`src/rtl/spi_seq_pkg.sv`:
```
// Shared definitions for the SPI-core Wishbone sequencer:
// register map, bit positions, FSM states and control-byte builders.
package spi_seq_pkg;

    localparam logic [2:0] ADR_SPCR = 3'd0;
    localparam logic [2:0] ADR_SPSR = 3'd1;
    localparam logic [2:0] ADR_SPDR = 3'd2;
    localparam logic [2:0] ADR_SPER = 3'd3;
    localparam logic [2:0] ADR_SS   = 3'd4;

    localparam int SPSR_RFEMPTY = 0;
    localparam int SPCR_SPE     = 6;
    localparam int SPCR_MSTR    = 4;
    localparam int SPCR_CPOL    = 3;
    localparam int SPCR_CPHA    = 2;

    typedef enum logic [3:0] {
        CFG0,
        CFG1,
        CFG2,
        SSOFF0,
        READY,
        WSS,
        WDAT,
        POLL,
        RDAT,
        RSP,
        SSREL
    } state_t;

    function automatic logic [7:0] spcr_byte(
        input logic       spe,
        input logic       cpol,
        input logic       cpha,
        input logic [1:0] spr
    );
        logic [7:0] b;
        b            = '0;
        b[SPCR_SPE]  = spe;
        b[SPCR_MSTR] = 1'b1;
        b[SPCR_CPOL] = cpol;
        b[SPCR_CPHA] = cpha;
        b[1:0]       = spr;
        return b;
    endfunction

    function automatic logic [7:0] sper_byte(input logic [1:0] espr);
        return {2'b00, 4'b0000, espr};
    endfunction

endpackage

```
`src/rtl/spi_wb_access.sv`:
```
// Single classic-cycle Wishbone master access engine.
// Launches one access per request and aborts it after ACK_MAX unacked cycles.
module spi_wb_access #(
    parameter int ACK_MAX = 15
) (
    input  logic       clk_i,
    input  logic       rst_i,
    input  logic       i_req,
    input  logic       i_we,
    input  logic [2:0] i_adr,
    input  logic [7:0] i_wdat,
    output logic       o_done,
    output logic       o_timeout,
    output logic [7:0] o_rdat,
    output logic       wb_cyc_o,
    output logic       wb_stb_o,
    output logic       wb_we_o,
    output logic [2:0] wb_adr_o,
    output logic [7:0] wb_dat_o,
    input  logic [7:0] wb_dat_i,
    input  logic       wb_ack_i
);

    localparam int CW = $clog2(ACK_MAX + 1);

    logic          r_cyc;
    logic          r_we;
    logic [2:0]    r_adr;
    logic [7:0]    r_dat;
    logic [7:0]    r_rdat;
    logic          r_done;
    logic          r_to;
    logic [CW-1:0] r_cnt;

    always_ff @(posedge clk_i or posedge rst_i) begin
        if (rst_i) begin
            r_cyc  <= 1'b0;
            r_we   <= 1'b0;
            r_adr  <= '0;
            r_dat  <= '0;
            r_rdat <= '0;
            r_done <= 1'b0;
            r_to   <= 1'b0;
            r_cnt  <= '0;
        end else begin
            r_done <= 1'b0;
            r_to   <= 1'b0;
            if (r_cyc) begin
                if (wb_ack_i) begin
                    r_cyc  <= 1'b0;
                    r_we   <= 1'b0;
                    r_adr  <= '0;
                    r_dat  <= '0;
                    r_rdat <= wb_dat_i;
                    r_done <= 1'b1;
                end else if (r_cnt == CW'(ACK_MAX - 1)) begin
                    r_cyc <= 1'b0;
                    r_we  <= 1'b0;
                    r_adr <= '0;
                    r_dat <= '0;
                    r_to  <= 1'b1;
                end else begin
                    r_cnt <= r_cnt + 1'b1;
                end
            end else if (i_req) begin
                // The idle cycle between accesses comes from done being registered.
                r_cyc <= 1'b1;
                r_we  <= i_we;
                r_adr <= i_adr;
                r_dat <= i_wdat;
                r_cnt <= '0;
            end
        end
    end

    assign wb_cyc_o  = r_cyc;
    assign wb_stb_o  = r_cyc;
    assign wb_we_o   = r_we;
    assign wb_adr_o  = r_adr;
    assign wb_dat_o  = r_dat;
    assign o_rdat    = r_rdat;
    assign o_done    = r_done;
    assign o_timeout = r_to;

endmodule

```
`src/rtl/spi_wb_sequencer.sv`:
```
// Byte-command sequencer driving the simple SPI master core over Wishbone:
// configures the core, then per byte sets SS, writes SPDR, polls SPSR, reads SPDR.
module spi_wb_sequencer
    import spi_seq_pkg::*;
#(
    parameter int POLL_MAX = 1024,
    parameter int ACK_MAX  = 15,
    parameter int SS_W     = 2
) (
    input  logic            clk_i,
    input  logic            rst_i,
    input  logic            cfg_cpol,
    input  logic            cfg_cpha,
    input  logic [3:0]      cfg_div,
    input  logic            cfg_reload,
    input  logic            cmd_valid,
    output logic            cmd_ready,
    input  logic [SS_W-1:0] cmd_ss,
    input  logic [7:0]      cmd_data,
    input  logic            cmd_last,
    output logic            rsp_valid,
    input  logic            rsp_ready,
    output logic [7:0]      rsp_data,
    output logic            err_o,
    output logic            busy_o,
    output logic            wb_cyc_o,
    output logic            wb_stb_o,
    output logic [2:0]      wb_adr_o,
    output logic            wb_we_o,
    output logic [7:0]      wb_dat_o,
    input  logic [7:0]      wb_dat_i,
    input  logic            wb_ack_i
);

    localparam int PW = $clog2(POLL_MAX + 1);

    state_t          r_state;
    logic            r_req;
    logic [SS_W-1:0] r_ss;
    logic [SS_W-1:0] r_cmd_ss;
    logic [7:0]      r_cmd_data;
    logic            r_cmd_last;
    logic [PW-1:0]   r_poll;
    logic            r_cmd_ready;
    logic            r_rsp_valid;
    logic [7:0]      r_rsp_data;
    logic            r_err;

    logic            w_we;
    logic [2:0]      w_adr;
    logic [7:0]      w_wdat;
    logic            w_done;
    logic            w_timeout;
    logic [7:0]      w_rdat;

    // Access contents follow the state, so a request launched out of reset
    // picks up the live cfg inputs.
    always_comb begin
        w_we   = 1'b1;
        w_adr  = ADR_SPCR;
        w_wdat = '0;
        unique case (r_state)
            CFG0: w_wdat = spcr_byte(1'b0, cfg_cpol, cfg_cpha, cfg_div[1:0]);
            CFG1: begin
                w_adr  = ADR_SPER;
                w_wdat = sper_byte(cfg_div[3:2]);
            end
            CFG2: w_wdat = spcr_byte(1'b1, cfg_cpol, cfg_cpha, cfg_div[1:0]);
            SSOFF0, SSREL: w_adr = ADR_SS;
            WSS: begin
                w_adr              = ADR_SS;
                w_wdat[SS_W-1:0]   = r_cmd_ss;
            end
            WDAT: begin
                w_adr  = ADR_SPDR;
                w_wdat = r_cmd_data;
            end
            POLL: begin
                w_we  = 1'b0;
                w_adr = ADR_SPSR;
            end
            RDAT: begin
                w_we  = 1'b0;
                w_adr = ADR_SPDR;
            end
            default: ;
        endcase
    end

    always_ff @(posedge clk_i or posedge rst_i) begin
        if (rst_i) begin
            r_state     <= CFG0;
            r_req       <= 1'b1;
            r_ss        <= '0;
            r_cmd_ss    <= '0;
            r_cmd_data  <= '0;
            r_cmd_last  <= 1'b0;
            r_poll      <= '0;
            r_cmd_ready <= 1'b0;
            r_rsp_valid <= 1'b0;
            r_rsp_data  <= '0;
            r_err       <= 1'b0;
        end else begin
            r_req <= 1'b0;
            if (w_timeout) begin
                r_err       <= 1'b1;
                r_state     <= READY;
                r_cmd_ready <= 1'b1;
            end else begin
                unique case (r_state)
                    CFG0: if (w_done) begin
                        r_state <= CFG1;
                        r_req   <= 1'b1;
                    end
                    CFG1: if (w_done) begin
                        r_state <= CFG2;
                        r_req   <= 1'b1;
                    end
                    CFG2: if (w_done) begin
                        r_state <= SSOFF0;
                        r_req   <= 1'b1;
                    end
                    SSOFF0: if (w_done) begin
                        r_state     <= READY;
                        r_cmd_ready <= 1'b1;
                    end
                    READY: begin
                        if (cmd_valid && r_cmd_ready) begin
                            r_cmd_ss    <= cmd_ss;
                            r_cmd_data  <= cmd_data;
                            r_cmd_last  <= cmd_last;
                            r_cmd_ready <= 1'b0;
                            r_req       <= 1'b1;
                            r_state     <= (cmd_ss != r_ss) ? WSS : WDAT;
                        end else if (cfg_reload) begin
                            r_err       <= 1'b0;
                            r_cmd_ready <= 1'b0;
                            r_req       <= 1'b1;
                            r_state     <= CFG0;
                        end
                    end
                    WSS: if (w_done) begin
                        r_ss    <= r_cmd_ss;
                        r_state <= WDAT;
                        r_req   <= 1'b1;
                    end
                    WDAT: if (w_done) begin
                        r_poll  <= '0;
                        r_state <= POLL;
                        r_req   <= 1'b1;
                    end
                    POLL: if (w_done) begin
                        r_req <= 1'b1;
                        if (!w_rdat[SPSR_RFEMPTY]) begin
                            r_state <= RDAT;
                        end else if (r_poll == PW'(POLL_MAX - 1)) begin
                            r_err   <= 1'b1;
                            r_state <= SSREL;
                        end else begin
                            r_poll <= r_poll + 1'b1;
                        end
                    end
                    RDAT: if (w_done) begin
                        r_rsp_data  <= w_rdat;
                        r_rsp_valid <= 1'b1;
                        r_state     <= RSP;
                    end
                    RSP: if (rsp_ready) begin
                        r_rsp_valid <= 1'b0;
                        if (r_cmd_last) begin
                            r_state <= SSREL;
                            r_req   <= 1'b1;
                        end else begin
                            r_state     <= READY;
                            r_cmd_ready <= 1'b1;
                        end
                    end
                    SSREL: if (w_done) begin
                        r_ss        <= '0;
                        r_state     <= READY;
                        r_cmd_ready <= 1'b1;
                    end
                    default: r_state <= CFG0;
                endcase
            end
        end
    end

    spi_wb_access #(
        .ACK_MAX(ACK_MAX)
    ) u_access (
        .clk_i    (clk_i),
        .rst_i    (rst_i),
        .i_req    (r_req),
        .i_we     (w_we),
        .i_adr    (w_adr),
        .i_wdat   (w_wdat),
        .o_done   (w_done),
        .o_timeout(w_timeout),
        .o_rdat   (w_rdat),
        .wb_cyc_o (wb_cyc_o),
        .wb_stb_o (wb_stb_o),
        .wb_we_o  (wb_we_o),
        .wb_adr_o (wb_adr_o),
        .wb_dat_o (wb_dat_o),
        .wb_dat_i (wb_dat_i),
        .wb_ack_i (wb_ack_i)
    );

    assign cmd_ready = r_cmd_ready;
    assign rsp_valid = r_rsp_valid;
    assign rsp_data  = r_rsp_data;
    assign err_o     = r_err;
    assign busy_o    = (r_state != READY);

endmodule

```
`config.mk`:
```
export PLATFORM = sky130hd
export DESIGN_NAME = spi_wb_sequencer
export DESIGN_NICKNAME = d
export VERILOG_FILES = /design/src/rtl/spi_seq_pkg.sv /design/src/rtl/spi_wb_access.sv /design/src/rtl/spi_wb_sequencer.sv
export SDC_FILE = /design/constraint.sdc
export NUM_CORES = 1
export LEC_CHECK = 0
export CORE_UTILIZATION = 48
export CTS_CLUSTER_DIAMETER = 60
export DETAILED_ROUTE_END_ITERATION = 8
export GPL_TIMING_DRIVEN = 1
export PLACE_DENSITY = 0.77
export SYNTH_ARGS = -nofsm -noshare
export SYNTH_HDL_FRONTEND = slang
export SYNTH_HIERARCHICAL = 1
export SYNTH_SLANG_ARGS = --single-unit
```
`constraint.sdc`:
```
create_clock -name clk_i -period 2 [get_ports clk_i]
set_input_delay 0.4 -clock clk_i [delete_from_list [all_inputs] [get_ports clk_i]]
set_output_delay 0.4 -clock clk_i [all_outputs]
set_load 0.01 [all_outputs]
```
==> results.sh <==
export IMPL_syn_nets=350
export IMPL_grt_max_degree=41
export IMPL_antenna_cells=0
export IMPL_final_cells=506
export IMPL_start_util=0.498
export IMPL_dr_pass1_iters=4
export IMPL_cts_tree="yes"
export IMPL_htree_levels=3
export IMPL_synth_seq_area_share=0.496
export IMPL_ys_flop_type="dfrtp_1"
export IMPL_finalNetCount=439
export IMPL_synthArstFlopShare=1.00
export IMPL_antenna_found_initial=0
export IMPL_synth_top_family_by_area="compound AO/OA/AOI/OAI gates"
export IMPL_start_kind="flop"
export IMPL_rsz0062_at_grt="true"
export IMPL_gp_congestion=0.942
export IMPL_syn2layout_area_growth_pct=33.6
export IMPL_route_detailed_drc=0
export IMPL_outcome="completed"
export IMPL_hold_class="in2async"
export IMPL_syn_inst=316
export IMPL_clock_latency_ps=350
export IMPL_cellPowerDensity_nw_per_um2=1350
export IMPL_postPlaceCellArea_um2=4270
export IMPL_wl_um=8050
export IMPL_drt_iter0_markers=270
export IMPL_syn_area_um2=3380
export IMPL_synth_edf_count=0
export IMPL_clk_pin_slew_ps=80
export IMPL_fp_row_count=30
export IMPL_cts_hold_buf=0
export IMPL_worstMarginPinSlew_ps=449
export IMPL_arrival_ps=2200
export IMPL_setup_violations=0
export IMPL_dieHeight_um=86.0
export IMPL_ant_nets=0
export IMPL_numCtsBuffers=9
export IMPL_final_util=0.665
export IMPL_rr_worst_depth=7
export IMPL_die_width_um=86.0
export IMPL_ir_drop_mv=0.740
export IMPL_muxShareOfSynthArea=0.138
export IMPL_hpwl_um=5760
export IMPL_grt_usage=0.237
export IMPL_grt_pass1_wl_um=13500
export IMPL_synth_area_leader_cell="dfrtp_1"
export IMPL_clk_path_buf_depth=2
export IMPL_critPathCaptureType="flop"
export IMPL_vias_per_cell=5.59
export IMPL_synth_area_top_cells="dfrtp_1, mux2_2, mux2i_1"
export IMPL_dp_cells=488
export IMPL_coreArea_um2=6790
export IMPL_fmax_mhz=509
export IMPL_grt_overflow=0
export IMPL_wl_per_cell_um=15.9
export IMPL_worstPathMaxFanout=10
export IMPL_seq_area_um2=1680
export IMPL_multi_input_area_um2=1610
export IMPL_relSlewSlack=0.693
export IMPL_synth_simple_gate_area_frac=0.150
export IMPL_design_power_total_mw=6.12
export IMPL_synth_area_per_cell_um2=10.7
export IMPL_yosysWarnings=6
export IMPL_final_area_um2=4520
export IMPL_fin_crit_ps=1960
export IMPL_drive_above_1_share=0.246
export IMPL_finalCritPeriodShare=0.982
export IMPL_grt_pass1_vias=2823
export IMPL_cts_root_buf="clkbuf_8"
export IMPL_synthDistinctLibCells=58
export IMPL_synth_compound_area_share=0.158
export IMPL_power_leakage_nw=1.95
export IMPL_maxSlewViolCount=0
export IMPL_ys_seq_elements=67
export IMPL_maxCapViolCount=0
export IMPL_finClkSkew_ps=14.0
export IMPL_yosysTopAreaCellShare=0.488
export IMPL_num_vias=2830
export IMPL_worstPathRequired_ps=2240
export IMPL_nFillCells=519
export IMPL_io_pins=57
export IMPL_synthAdderAreaFrac=0.0111
export IMPL_cts_sinks=67
export IMPL_numPortBuffers=56
export IMPL_die_area_um2=7390
export IMPL_synth_xor_area_frac=0.00777
export IMPL_finalHoldViolations=0
export IMPL_crit_type="reg2reg"
cell usage after synthesis (all sizes together), types with 5 or more instances:
library cell,count
a21oi,14
o21ai,19
mux2,30
clkbuf,5
nor3,9
nand3,8
buf,11
o2bb2ai,9
mux2i,13
nand2b,7
nand2,23
and2,7
inv,11
nor2,17
a22o,7
dfrtp,66
critical path, stage by stage (launching register included):
cell,delay (ps)
dfrtp_2,470
buf_4,160
buf_4,150
inv_1,70
a21oi_1,60
o221a_2,250
or3_1,380
mux2_2,310
power breakdown:
group / switching [mW] / internal [mW]
Combinational: 1.23 / 1.47
Clock: 0.538 / 0.648
Sequential: 0.405 / 1.83
metal layers:
layer	up-vias	wire, um	GRT usage
met2	83	3870	0.381
met1	1393	3650	0.320
met5	-	0	0
met4	0	126	0.0848
li1	1342	-	-
met3	12	403	0.0472
final cells by class:
cell class / instances / share of cell area
Clock buffer: 11 / 0.0335
Clock inverter: 5 / 0.0133
Inverter: 11 / 0.00913
Multi-Input combinational cell: 222 / 0.356
Sequential cell: 67 / 0.372
Tap cell: 96 / 0.0266
Timing Repair Buffer: 94 / 0.190
metrics by stage:
stage	setup WS (ps)	setup TNS, ps	hold WS, ps
floorplan	0.681	0	453
global placement	-65.5	-241	481
detailed placement	-94.0	-312	487
CTS	33.0	0	441
global route	0.267	0	483
finish	35.3	0	421
cells by family after synthesis:
logic type | count (synthesis)
AOI/OAI and AO/OA | 77
adders and majority gates | 3
muxes | 43
and+or+nand+nor | 96
xor gates and xnor gates | 3
buffers and inverters | 27
DFF | 67
path summary, 6_finish.rpt:
kind	start	endpoint	slack, ps
worst max register to register	r_state[2]$_DFFE_PP0P_	r_state[3]$_DFFE_PP0P_	40
worst max-delay path	r_state[2]$_DFFE_PP0P_	r_state[3]$_DFFE_PP0P_	40
max in group asynchronous	rst_i	u_access/r_cnt[2]$_DFFE_PP0P_	1260
worst min register to register	u_access/o_rdat[3]$_DFFE_PP0P_	rsp_data[3]$_DFFE_PP0P_	500
min in group clk_i	u_access/o_rdat[3]$_DFFE_PP0P_	rsp_data[3]$_DFFE_PP0P_	500
worst min-delay path	rst_i	r_poll[5]$_DFFE_PP0P_	420
layout by cell type (no fill, tap or decap), types with 8 or more instances in the layout:
| master | instances |
|---|---|
| o2bb2ai_1 | 9 |
| a21oi_1 | 13 |
| dfrtp_1 | 63 |
| mux2_2 | 30 |
| nor2_1 | 16 |
| nand2_1 | 22 |
| mux2i_1 | 13 |
| nor3_1 | 8 |
| clkbuf_8 | 11 |
| clkdlybuf4s50_1 | 55 |
| o21ai_0 | 19 |
| inv_1 | 10 |
| buf_4 | 37 |
repair_timing:
action                                  CTS  global route
endpoints found under the setup margin    1             8
pin swaps                                 1             1
gates resized for setup                   3             4
setup buffers                             1             1
flip-flops by register name (all words and copies together) (netlist names), 2 cells and up:
register           cells
r_poll                11
r_cmd_data             8
rsp_data               8
u_access/o_rdat        8
u_access/wb_dat_o      8
r_state                4
u_access/r_cnt         4
u_access/wb_adr_o      3
r_cmd_ss               2
r_ss                   2
No activity file was read; power rests on OpenSTA's default activity.
